### config.mk
export PLATFORM = sky130hd
export DESIGN_NAME = alu_multicycle_flat
export DESIGN_NICKNAME = d
export VERILOG_FILES = /design/src/rtl/alu_multicycle_if.sv /design/src/rtl/alu_multicycle.sv /design/src/flat_wrapper.sv
export SDC_FILE = /design/constraint.sdc
export NUM_CORES = 1
export LEC_CHECK = 0
export ABC_AREA = 1
export BUFFER_PORTS_ARGS = -buffer_cell sky130_fd_sc_hd__buf_4
export CORE_MARGIN = 2
export CORE_UTILIZATION = 35
export CTS_CLUSTER_DIAMETER = 40
export DETAILED_ROUTE_END_ITERATION = 7
export PLACE_DENSITY_LB_ADDON = 0.15
export SLEW_MARGIN = 0
export SYNTH_ARGS = -nofsm -noshare
export SYNTH_HDL_FRONTEND = slang
export SYNTH_SLANG_ARGS = --single-unit
### constraint.sdc
create_clock -name clk -period 8.95 [get_ports clk]
set_input_delay 1.79 -clock clk [delete_from_list [all_inputs] [get_ports clk]]
set_output_delay 1.79 -clock clk [all_outputs]
set_load 0.02 [all_outputs]
### src/rtl/alu_multicycle_if.sv
// Request/response bundle between the core scheduler and one ALU lane.
// The scheduler drives the master side and the ALU is the slave.
interface alu_if #(
  parameter int WIDTH = 8
);
  logic             enable;
  logic             start;
  logic [2:0]       op;
  logic [WIDTH-1:0] rs;
  logic [WIDTH-1:0] rt;
  logic             busy;
  logic             done;
  logic [WIDTH-1:0] result;
  logic             div_by_zero;

  modport master (
    output enable, start, op, rs, rt,
    input  busy, done, result, div_by_zero
  );

  modport slave (
    input  enable, start, op, rs, rt,
    output busy, done, result, div_by_zero
  );
endinterface

### src/rtl/alu_multicycle.sv
// Per-thread ALU: ADD/SUB/MUL/CMP complete in one cycle, DIV/MOD run on an
// iterative restoring divider behind a start/busy/done handshake.
module alu_multicycle #(
  parameter int WIDTH      = 8,
  parameter bit SIGNED_CMP = 1'b1
) (
  input  logic clk,
  input  logic reset,
  alu_if.slave bus
);
  localparam int CW = $clog2(WIDTH + 1);

  localparam logic [2:0] OP_ADD = 3'b000;
  localparam logic [2:0] OP_SUB = 3'b001;
  localparam logic [2:0] OP_MUL = 3'b010;
  localparam logic [2:0] OP_DIV = 3'b011;
  localparam logic [2:0] OP_CMP = 3'b100;
  localparam logic [2:0] OP_MOD = 3'b101;

  typedef enum logic [1:0] {
    IDLE,
    DIV_RUN,
    DIV_DONE
  } state_t;

  state_t           state_reg;
  logic             busy_reg;
  logic             done_reg;
  logic             dbz_reg;
  logic             is_mod_reg;
  logic [WIDTH-1:0] result_reg;
  logic [WIDTH-1:0] quo_reg;
  logic [WIDTH-1:0] rem_reg;
  logic [WIDTH-1:0] dvs_reg;
  logic [CW-1:0]    count_reg;

  logic             accept;
  logic             is_div_op;
  logic             lt;
  logic             gt;
  logic [WIDTH-1:0] single_result;
  logic [WIDTH:0]   shifted;
  logic             take;
  logic [WIDTH-1:0] rem_next;
  logic [WIDTH-1:0] quo_next;

  assign accept    = bus.start & bus.enable & ~busy_reg;
  assign is_div_op = (bus.op == OP_DIV) || (bus.op == OP_MOD);

  // Single-cycle datapath; CMP uses a real magnitude compare so wrapped
  // differences never flip the answer.
  always_comb begin
    lt            = 1'b0;
    gt            = 1'b0;
    single_result = '0;
    if (SIGNED_CMP) begin
      lt = $signed(bus.rs) < $signed(bus.rt);
      gt = $signed(bus.rs) > $signed(bus.rt);
    end else begin
      lt = bus.rs < bus.rt;
      gt = bus.rs > bus.rt;
    end
    case (bus.op)
      OP_ADD:  single_result = bus.rs + bus.rt;
      OP_SUB:  single_result = bus.rs - bus.rt;
      OP_MUL:  single_result = bus.rs * bus.rt;
      OP_CMP:  single_result[2:0] = {gt, ~gt & ~lt, lt};
      default: single_result = '0;
    endcase
  end

  // One restoring step: dividend bits shift out of quo_reg's MSB while
  // quotient bits shift in at its LSB.
  always_comb begin
    shifted  = {rem_reg, quo_reg[WIDTH-1]};
    take     = shifted >= {1'b0, dvs_reg};
    rem_next = take ? WIDTH'(shifted - {1'b0, dvs_reg}) : shifted[WIDTH-1:0];
    quo_next = {quo_reg[WIDTH-2:0], take};
  end

  always_ff @(posedge clk) begin
    if (reset) begin
      state_reg  <= IDLE;
      busy_reg   <= 1'b0;
      done_reg   <= 1'b0;
      dbz_reg    <= 1'b0;
      is_mod_reg <= 1'b0;
      result_reg <= '0;
      quo_reg    <= '0;
      rem_reg    <= '0;
      dvs_reg    <= '0;
      count_reg  <= '0;
    end else begin
      done_reg <= 1'b0;
      case (state_reg)
        DIV_RUN: begin
          if (bus.enable) begin
            quo_reg   <= quo_next;
            rem_reg   <= rem_next;
            count_reg <= count_reg - CW'(1);
            if (count_reg == CW'(1)) begin
              result_reg <= is_mod_reg ? rem_next : quo_next;
              done_reg   <= 1'b1;
              busy_reg   <= 1'b0;
              state_reg  <= DIV_DONE;
            end
          end
        end
        default: begin
          // IDLE and DIV_DONE both accept, giving back-to-back issue.
          state_reg <= IDLE;
          if (accept) begin
            dbz_reg <= 1'b0;
            if (is_div_op && (bus.rt == '0)) begin
              result_reg <= (bus.op == OP_DIV) ? '1 : bus.rs;
              dbz_reg    <= 1'b1;
              done_reg   <= 1'b1;
            end else if (is_div_op) begin
              state_reg  <= DIV_RUN;
              busy_reg   <= 1'b1;
              is_mod_reg <= (bus.op == OP_MOD);
              quo_reg    <= bus.rs;
              rem_reg    <= '0;
              dvs_reg    <= bus.rt;
              count_reg  <= CW'(WIDTH);
            end else begin
              result_reg <= single_result;
              done_reg   <= 1'b1;
            end
          end
        end
      endcase
    end
  end

  assign bus.busy        = busy_reg;
  assign bus.done        = done_reg;
  assign bus.result      = result_reg;
  assign bus.div_by_zero = dbz_reg;
endmodule

### src/flat_wrapper.sv
// flat-port wrapper written by rule: the top's interface ports become plain ports
module alu_multicycle_flat 
#(
  parameter int WIDTH      = 8,
  parameter bit SIGNED_CMP = 1'b1
)
  (clk, reset, bus_enable, bus_start, bus_op, bus_rs, bus_rt, bus_busy, bus_done, bus_result, bus_div_by_zero);
  alu_if #(.WIDTH(WIDTH)) bus_i ();
  input  logic clk;
  input  logic reset;
  input wire logic [$bits(bus_i.enable)-1:0] bus_enable;
  input wire logic [$bits(bus_i.start)-1:0] bus_start;
  input wire logic [$bits(bus_i.op)-1:0] bus_op;
  input wire logic [$bits(bus_i.rs)-1:0] bus_rs;
  input wire logic [$bits(bus_i.rt)-1:0] bus_rt;
  output wire logic [$bits(bus_i.busy)-1:0] bus_busy;
  output wire logic [$bits(bus_i.done)-1:0] bus_done;
  output wire logic [$bits(bus_i.result)-1:0] bus_result;
  output wire logic [$bits(bus_i.div_by_zero)-1:0] bus_div_by_zero;
  assign bus_i.enable = bus_enable;
  assign bus_i.start = bus_start;
  assign bus_i.op = bus_op;
  assign bus_i.rs = bus_rs;
  assign bus_i.rt = bus_rt;
  assign bus_busy = bus_i.busy;
  assign bus_done = bus_i.done;
  assign bus_result = bus_i.result;
  assign bus_div_by_zero = bus_i.div_by_zero;
  alu_multicycle #(.WIDTH(WIDTH), .SIGNED_CMP(SIGNED_CMP)) u_core (.clk(clk), .reset(reset), .bus(bus_i));
endmodule
# [Word level (Yosys, flattened, before mapping)]
# Index checks and enable logic that the tools add are counted.
[word_totals] reg_bits=42 latch_bits=0 ram_bits=0 rom_bits=0 inputBits=23 elab_cells=94 memories=0
[classes] add_sub_neg=4 multipliers=1 n_div=0 order_cmp=3 n_eq_ne=11 shifts=0 n_mux=45 n_bitwise=8 reduce_logical=12
[ops] cell="8-bit 2-to-1 mux" n=19
[ops] cell="4-bit 2-to-1 mux" n=5
[ops] cell="8-bit subtractor" n=2
[ops] cell="5-bit case mux with 3 select lines" n=1
[ops] cell="1-bit 2-to-1 mux" n=14
[ops] cell="3-bit case mux with 4 select lines" n=1
[ops] cell="4-bit AND reduction" n=3
[ops] cell="2-bit 2-to-1 mux" n=5
[ops] cell="9-bit by 8-bit >= comparator with 1-bit output" n=1
[ops] cell="8-bit adder" n=1
[ops] cell="8-bit > comparator" n=1
[ops] cell="8-bit zero test" n=1
[ops] cell="8-bit < comparator" n=1
[ops] cell="8-bit by 8-bit multiplier with 8-bit output" n=1
[ops] cell="3-bit by 2-bit == test with 1-bit output (second input constant)" n=2
[ops] cell="3-bit == test (second input constant)" n=2
[ops] cell="1-bit inverter" n=5
[ops] cell="5-bit AND reduction" n=1
[ops] cell="4-bit by 1-bit == test with 1-bit output (second input constant)" n=1
[ops] cell="2-bit inequality test (second input constant)" n=2
[ops] cell="2-bit AND reduction" n=2
[ops] cell="2-bit nonzero test" n=2
[ops] cell="4-bit by 1-bit subtractor with 4-bit output (second input constant)" n=1
[ops] cell="1-bit bitwise AND" n=3
[ops] cell="7 further kinds" n=7

# [Depth between registers and ports, before layout]
# Gate-level depths: netlist of run 1.
[depth] ltp_word=8 mapped_depth=23

# [Worst setup path before layout of run 1]
# Ideal clock, no wire load.
[synth_path] path_kind="input to register" start="input bus_rs[1]" end="register u_core.result_reg[7], in the netlist u_core.bus.result[7]" arrival_ns=5.314 required_time_ns=8.880 setup_slack_ns=3.567 cell_stages=23 n_path_buf=1 cell_sequence="clkbuf_1 > nand2_1 > fa_1 > fa_1 > inv_1 > fa_1 > inv_1 > fa_1 > inv_1 > ha_1 > nand3_1 > nand3_1 > nand2_1 > nand2_1 > nand2_1 > inv_1 > nor2_1 > inv_1 > nand2_1 > nand3_1 > nand2_1 > nand2_1 > a21oi_1"
[synth_between] elab_chain_cells=6
[synth_rtl] item="from (decl)" line_no="flat_wrapper.sv:14" text="input wire logic [$bits(bus_i.rs)-1:0] bus_rs;"
[synth_rtl] item="8-bit by 8-bit multiplier with 8-bit output, or another cell as far along" line_no="alu_multicycle.sv:66" text="OP_MUL: single_result = bus.rs * bus.rt;"
[synth_rtl] item="5-bit case mux with 3 select lines *" line_no="alu_multicycle.sv:63" text="case (bus.op)"
[synth_rtl] item="8-bit 2-to-1 mux *" line_no="alu_multicycle.sv:118" text="end else if (is_div_op) begin"
[synth_rtl] item="8-bit 2-to-1 mux *" line_no="alu_multicycle.sv:114" text="if (is_div_op && (bus.rt == '0)) begin"
[synth_rtl] item="8-bit 2-to-1 mux *" line_no="alu_multicycle.sv:112" text="if (accept) begin"
[synth_rtl] item="8-bit 2-to-1 mux *" line_no="alu_multicycle.sv:95" text="case (state_reg)"
[synth_rtl] item="to (signal assigned)" line_no="alu_multicycle.sv:102" text="result_reg <= is_mod_reg ? rem_next : quo_next;"
[synth_rtl] item="to (signal assigned)" line_no="alu_multicycle.sv:115" text="result_reg <= (bus.op == OP_DIV) ? '1 : bus.rs;"
[synth_rtl] item="to (signal assigned)" line_no="alu_multicycle.sv:127" text="result_reg <= single_result;"
[synth_rtl] item="to (decl)" line_no="alu_multicycle.sv:31" text="logic [WIDTH-1:0] result_reg;"
# Mark *: on every way between the ends. The rest lies on a longest branch, timed or not. The select of a mux whose other input is x is not followed.
# A chain may end at the register's enable or synchronous reset.

# [Worst setup path in the final report of run 1]
[layout_path] start="input bus_rs[3]" end="register u_core.result_reg[7], in the netlist u_core.bus.result[7]"
# Same word-level chain as after synthesis.

==> out/qor.csv, run 1 <==
stage;metric;value;unit
clocking;cts_made_buffers;5;
sta;hold_violations;0;
sta;slew_violations;0;
synthesis;ys_seq_area_share;19.3;%
setup_path;setup.worst_path.start_class;input pin;
routing;drc;0;
sta;fin_skew;0.00838;ns
clocking;post_cts_buffers;0;
grt;track_usage;21.0;%
power_and_ir_drop;power_density;137;nW/um2
layout;area_growth;11.3;%
clocking;cts_sinks;42;
synthesis;yosysWarnings;0;
layout;ff_latch_area;841;um2
grt;grt-ovfl-total;0;
sta;fin_hold_ws;0.461;ns
clocking;ctsResizeCount;0;
sta;max_slew_margin;53.7;%
synthesis;synthDistinctLibCells;42;
grt;grt_pass1_wl;21.8;mm
floorplan;die_x;116;um
routing;vias_per_cell;5.03;
grt;grt_pass1_vias;4226;
status;status;finished, final reports clean;
layout;fillers;1309;
floorplan;core_area;12100;um2
floorplan;start_util;36.1;%
sta;rsz0062_at_grt;no;
floorplan;dieArea;13300;um2
floorplan;row_count;40;
layout;layout.nets;776;
clocking;clkSlewWorstSetupHoldPaths;0.06;ns
run;maxCapViolations;0;
sta;setup_viol;0;
sta;fin_setup_tns;0;ns
synthesis;async_flop_share;0;%
synthesis;synth_area;4350;um2
clocking;cts_tree;built;
placement;hpwl;10.5;mm
routing;routedWlPerCell;15.3;um
clocking;cts.htree.levels;2;
placement;io_buffers;33;
synthesis;synthTopCellsByArea;dfxtp_1 (19%), nand2_1 (15%), ha_1 (12%);
power_and_ir_drop;vdd_ir_drop_max;0.0796;mV
layout;layout-drive-gt1-share;9.74;%
routing;dr.first_iter.drc_count;281;
synthesis;synth_commonest_cells;nand2_1 (172), inv_1 (114), a21oi_1 (48), nand3_1 (47), o21ai_0 (44);
synthesis;synth_cells;678;
power_and_ir_drop;leakage;2.42;nW
layout;multiInputGateArea;2930;um2
synthesis;syn_area_per_cell;6.42;um2
setup_path;crit_required;9.17;ns
synthesis;synth_top_cell_area_share;19.3;%
sta;tightest_slew;0.693;ns
min_path;hold_path_class;flip-flop to flip-flop;
routing;vias;4355;
grt;grt_max_degree;27;
synthesis;yosysMostFrequentCell;nand2_1;
setup_path;arrival;5.52;ns
clocking;cts_buffer_depth;2;
sta;fmax;0.189;GHz
routing;drtAntennaViolNets;0;
clocking;clock_latency;0.29;ns
setup_path;crit_type;input pin to flip-flop;
synthesis;synth_top_area_cell;dfxtp_1;
clocking;cts_hold_buffers;0;
synthesis;synth_edf_count;0;
synthesis;synth_seq_cells;42;
sta;fin_crit;5.30;ns
synthesis;synthFlopType;dfxtp_1;
sta;period_share;59.2;%
synthesis;synth_nets;757;
floorplan;ios;34;
clocking;cts-root-buf;clkbuf_16;
setup_path;cp-end-kind;flip-flop;
layout;num_antenna_cells;0;
placement;routabilityCongestion;0.970;
routing;wirelength;13.2;mm
setup_path;critical_path.max_fanout;9;
routing;drt-pass1-iter-count;5;
grt;antenna_found_initial;0;
floorplan;die_h;116;um
## worst paths after layout
check	startpoint	endpoint	slack, ns	depth (start not counted)
setup / recovery	bus_rs[3]	u_core.bus.result[7]	3.65	24
hold / removal	u_core.rem_reg[7]	u_core.rem_reg[7]	0.46	2
setup reg to reg	u_core.dvs_reg[2]	u_core.bus.result[6]	6.48	13
hold reg to reg	u_core.rem_reg[7]	u_core.rem_reg[7]	0.46	2
## report_power, final
part | internal [mW] | switching, mW | leakage [nW]
registers | 0.196 | 0.00633 | 0.341
logic | 0.0900 | 0.164 | 1.99
clock network | 0.131 | 0.0760 | 0.0836
## per-stage QoR
| stage | std cells | worst slack [ns] | power (mW) | utilization (%) | area [um2] |
|---|---|---|---|---|---|
| floorplan | 678 | 3.57 | 0.388 | - | 4350 |
| global placement | 858 | 3.47 | 0.456 | 38.8 | 4680 |
| detailed placement | 858 | 3.35 | 0.458 | 38.8 | 4680 |
| CTS | 866 | 3.64 | 0.667 | 40.2 | 4850 |
| global route | 866 | 3.43 | 0.712 | 40.2 | 4850 |
| finish | 866 | 3.65 | 0.663 | 40.2 | 4850 |
## per-layer routing
metal  vias to the layer above  part of all wire [%]  GRT usage (%)
met2                        84                    44           32.7
li1                       2224                     -              -
met1                      2031                    50           30.5
met4                         0                   1.4           4.74
met3                        16                   4.0           3.03
met5                         -                     0              0
## critical path, cell delays in order
cell,delay (ns)
buf_4,0.14
ha_1,0.22
inv_1,0.10
fa_1,0.50
inv_1,0.04
ha_1,0.30
fa_1,0.54
inv_1,0.06
fa_1,0.53
inv_1,0.04
ha_1,0.33
nand3_1,0.11
nand3_1,0.07
nand2_1,0.06
nand2_1,0.06
nand2_1,0.06
inv_1,0.03
nor2_1,0.12
inv_1,0.05
nand2_1,0.06
nand3_1,0.06
nand2_1,0.07
nand2_1,0.05
a21oi_1,0.12
## cell usage in the layout, fill, tap and decap left out, types with 6 or more instances in the layout
cell	synthesis	layout
a21oi_1	48	48
dfxtp_1	42	42
nand4_1	16	16
fa_1	15	15
inv_2	6	6
buf_4	0	33
o21ai_1	6	6
o21ai_0	44	44
inv_1	114	114
nand3_1	47	47
a31oi_1	8	8
ha_1	41	41
nand2_1	172	172
nor2_1	43	43
## area by class of cell
type / count / share of cell area [%]
sequential: 42 / 17.4
inverter: 120 / 9.30
clock inverter: 3 / 0.826
multi-input combinational: 495 / 60.5
clock buffer: 5 / 2.58
tap: 168 / 4.34
timing repair buffer: 33 / 5.11
## kinds of logic (layout without fill, tap and decap cells)
logic type      after synthesis  count (layout)  share of synthesized area, %
xor+xnor                      8               8                          1.61
flops                        42              42                          19.3
compound gates              129             129                          16.8
simple gates                302             302                          30.3
fa+ha+maj                    56              56                          18.7
buf+inv                     141             161                          13.3
(Power assumes the default switching activity.)
==> run 2, diff against run 1 <==
--- a/config.mk
+++ b/config.mk
@@ -5,7 +5,7 @@
 export SDC_FILE = /design/constraint.sdc
 export NUM_CORES = 1
 export LEC_CHECK = 0
-export ABC_AREA = 1
+export ABC_AREA = 0
 export BUFFER_PORTS_ARGS = -buffer_cell sky130_fd_sc_hd__buf_4
 export CORE_MARGIN = 2
 export CORE_UTILIZATION = 35
==> constraint.sdc (replaced) <==
create_clock -name clk -period 5.55 [get_ports clk]
set_input_delay 1.11 -clock clk [delete_from_list [all_inputs] [get_ports clk]]
set_output_delay 1.11 -clock clk [all_outputs]
set_load 0.02 [all_outputs]
==> run 2 against run 1 <==
  * Clock power is 37% higher
  * Via count is 13% lower
  * Clock-buffer cell count is 1 higher
  * Sequential share of layout area is 1.2 points higher
  * Routed wire length is 9.5% lower
  * Largest cell class unchanged
  * Highest routed layer unchanged
==> out/qor.csv, run 2 <==
stage;metric;value;unit;change
sta;fin_skew;0.00588;ns;-0.00250 ns
setup_path;crit_path_top_delay_cell;fa_1;;
sta;setup_viol;0;;unchanged
clocking;ctsResizeCount;0;;unchanged
grt;track_usage;19.7;%;-1.3 points
synthesis;yosysWarnings;0;;unchanged
layout;num_antenna_cells;0;;unchanged
run;maxCapViolations;0;;unchanged
floorplan;core_area;11400;um2;-5.7%
layout;layout-drive-gt1-share;10.1;%;+0.35 points
setup_path;cpLargestDelayFamily;adder cells;;
sta;tightest_slew;0.795;ns;+0.102 ns
sta;fin_crit;5.14;ns;
floorplan;die_h;112;um;-3.3%
routing;dr.first_iter.drc_count;232;;-17%
synthesis;async_flop_share;0;%;unchanged
floorplan;start_util;35.7;%;-0.41 points
floorplan;die_x;112;um;-3.3%
floorplan;dieArea;12500;um2;-6.6%
floorplan;row_count;39;;-2.5%
routing;wirelength;12.0;mm;-9.5%
routing;vias;3792;;-13%
min_path;hold_path_class;flip-flop to flip-flop;;
routing;vias_per_cell;5.43;;+8.0%
synthesis;synth_area;4060;um2;-6.8%
clocking;cts_buffer_depth;2;;unchanged
setup_path;crit_buf_inv;5;;-2
setup_path;setup.worst_path.start_class;input pin;;
setup_path;cp-end-kind;flip-flop;;
grt;grt_pass1_wl;19.9;mm;-8.8%
sta;fin_setup_tns;0;ns;unchanged
layout;layout_common_cells;nor2_1 (77), nand2_1 (56), inv_1 (55);;
clocking;post_cts_buffers;0;;unchanged
setup_path;rrSetupSlack;2.86;ns;-3.62 ns
sta;setup_slack;0.407;ns;-3.25 ns
sta;fmax;0.194;GHz;
layout;fillers;1197;;-8.6%
layout;final_util;40.0;%;-0.22 points
synthesis;synth_cells;535;;-21%
power_and_ir_drop;vdd_ir_drop_max;0.108;mV;+36%
placement;hpwl;9.42;mm;-10%
layout;final_common_cell;nor2_1;;
layout;area_growth;12.0;%;
sta;period_share;92.7;%;
grt;grt_max_degree;43;;+59%
synthesis;synthTopCellsByArea;dfxtp_1 (21%), ha_1 (13%), fa_1 (7.4%);;
status;status;finished, final reports clean;;
grt;grt_pass1_vias;3686;;-13%
placement;io_buffers;33;;unchanged
power_and_ir_drop;total_power;0.981;mW;+48%
synthesis;synthDistinctLibCells;58;;+38%
synthesis;syn_area_per_cell;7.58;um2;+18%
routing;routedWlPerCell;17.2;um;+12%
routing;drc;0;;unchanged
synthesis;synth_nets;614;;-19%
synthesis;synth_top_cell_area_share;20.7;%;+1.4 points
setup_path;arrival;5.33;ns;-0.19 ns
grt;grt-ovfl-total;0;;unchanged
clocking;clkSlewWorstSetupHoldPaths;0.06;ns;about the same
sta;max_slew_margin;47.0;%;-6.7 points
synthesis;synthFlopType;dfxtp_1;;
sta;rsz0062_at_grt;no;;
setup_path;critPathMostFrequentCell;inv_1;;
synthesis;synth_commonest_cells;nor2_1 (77), nand2_1 (56), inv_1 (55), dfxtp_1 (42), ha_1 (41);;
synthesis;yosysMostFrequentCell;nor2_1;;
floorplan;ios;34;;unchanged
power_and_ir_drop;leakage;1.96;nW;-19%
synthesis;synth_edf_count;0;;unchanged
grt;antenna_found_initial;0;;unchanged
clocking;clock_latency;0.28;ns;about the same
setup_path;slowest_delay;0.54;ns;about the same
sta;hold_violations;0;;unchanged
setup_path;critical_path.max_fanout;8;;-1
routing;drtAntennaViolNets;0;;unchanged
clocking;cts_tree;built;;
placement;pre_cts_slack;0.138;ns;-3.21 ns
clocking;cts_sinks;42;;unchanged
clocking;cts-root-buf;clkbuf_16;;
sta;slew_violations;0;;unchanged
synthesis;ys_seq_area_share;20.7;%;+1.4 points
clocking;cts_hold_buffers;0;;unchanged
clocking;cts.htree.levels;2;;unchanged
placement;routabilityCongestion;0.930;;-4.2%
placement;dp.cells;692;;-19%
synthesis;synth_top_area_cell;dfxtp_1;;
synthesis;synth_seq_cells;42;;unchanged
setup_path;worstPathCellList;buf_4 -> ha_1 -> inv_1 -> fa_1 -> inv_1 -> ha_1 -> fa_1 -> inv_1 -> fa_1 -> inv_1 -> ha_1 -> a21oi_1 -> xnor3_1 -> xnor3_1 -> o22ai_1 -> o2111ai_1 -> a311oi_1;;
layout;stdcell_count;698;;-19%
layout;layout.nets;635;;-18%
power_and_ir_drop;power_density;216;nW/um2;+58%
clocking;cts_made_buffers;5;;unchanged
setup_path;crit_type;input pin to flip-flop;;
routing;drt-pass1-iter-count;5;;unchanged
setup_path;crit_required;5.73;ns;-3.44 ns
run 2: changes by cell type after synthesis, moves of 15 or more:
cell,previous run,this run
xnor2_1,3,18
nand3_1,47,8
o21ai_0,44,15
nand2_1,172,56
nor2_1,43,77
inv_1,114,55
run 2: stage by stage:
step	area [um2]	hold slack (ns)
4_1_cts	4540	0.486
6_report	4540	0.482
5_1_grt	4540	0.505
3_5_place_dp	4400	0.476
3_3_place_gp	4400	0.459
2_1_floorplan	4060	0.441
run 2: final timing paths:
check                            from                    to  cells after the start
hold / removal      u_core.quo_reg[6]     u_core.quo_reg[7]                      2
hold reg to reg     u_core.quo_reg[6]     u_core.quo_reg[7]                      2
setup / recovery            bus_rs[3]  u_core.bus.result[7]                     17
setup reg to reg  u_core.state_reg[1]  u_core.bus.result[0]                      5
run 2: report_power, final:
| part | switching (mW) | leakage (nW) | internal (mW) |
|---|---|---|---|
| logic | 0.216 | 1.55 | 0.161 |
| clock network | 0.109 | 0.0688 | 0.174 |
| registers | 0.00744 | 0.341 | 0.312 |
| total | 0.333 | 1.96 | 0.648 |
run 2: cell families (layout without fill, tap and decap cells):
logic type / count (synthesis) / count (layout) / share of synthesized area [%]
adder cells (fa/ha/maj): 56 / 56 / 20.0
AO/OA/AOI/OAI: 125 / 125 / 21.0
buffers and inverters: 76 / 96 / 7.40
multiplexers: 7 / 7 / 1.85
XOR/XNOR: 24 / 24 / 5.86
flip-flops: 42 / 42 / 20.7
AND/OR/NAND/NOR: 205 / 205 / 23.1
run 2: metal layers:
layer  share of wire (%)  track usage, %
met5                   0               0
met4                 1.3            3.05
met1                  49            28.9
met3                 5.9            3.32
met2                  44            31.0
run 2: tightest hold or removal path: stages, from the launching register on:
cell and delay, ns:
dfxtp_1 0.32, nand2_1 0.06, a311oi_1 0.07
run 2: area by class of cell:
class / instances / area [um2] / share of cell area (%)
multi-input combinational: 417 / 2920 / 64.2
sequential: 42 / 841 / 18.5
timing repair buffer: 35 / 263 / 5.78
inverter: 55 / 206 / 4.54
tap: 143 / 179 / 3.94
clock buffer: 6 / 139 / 3.06
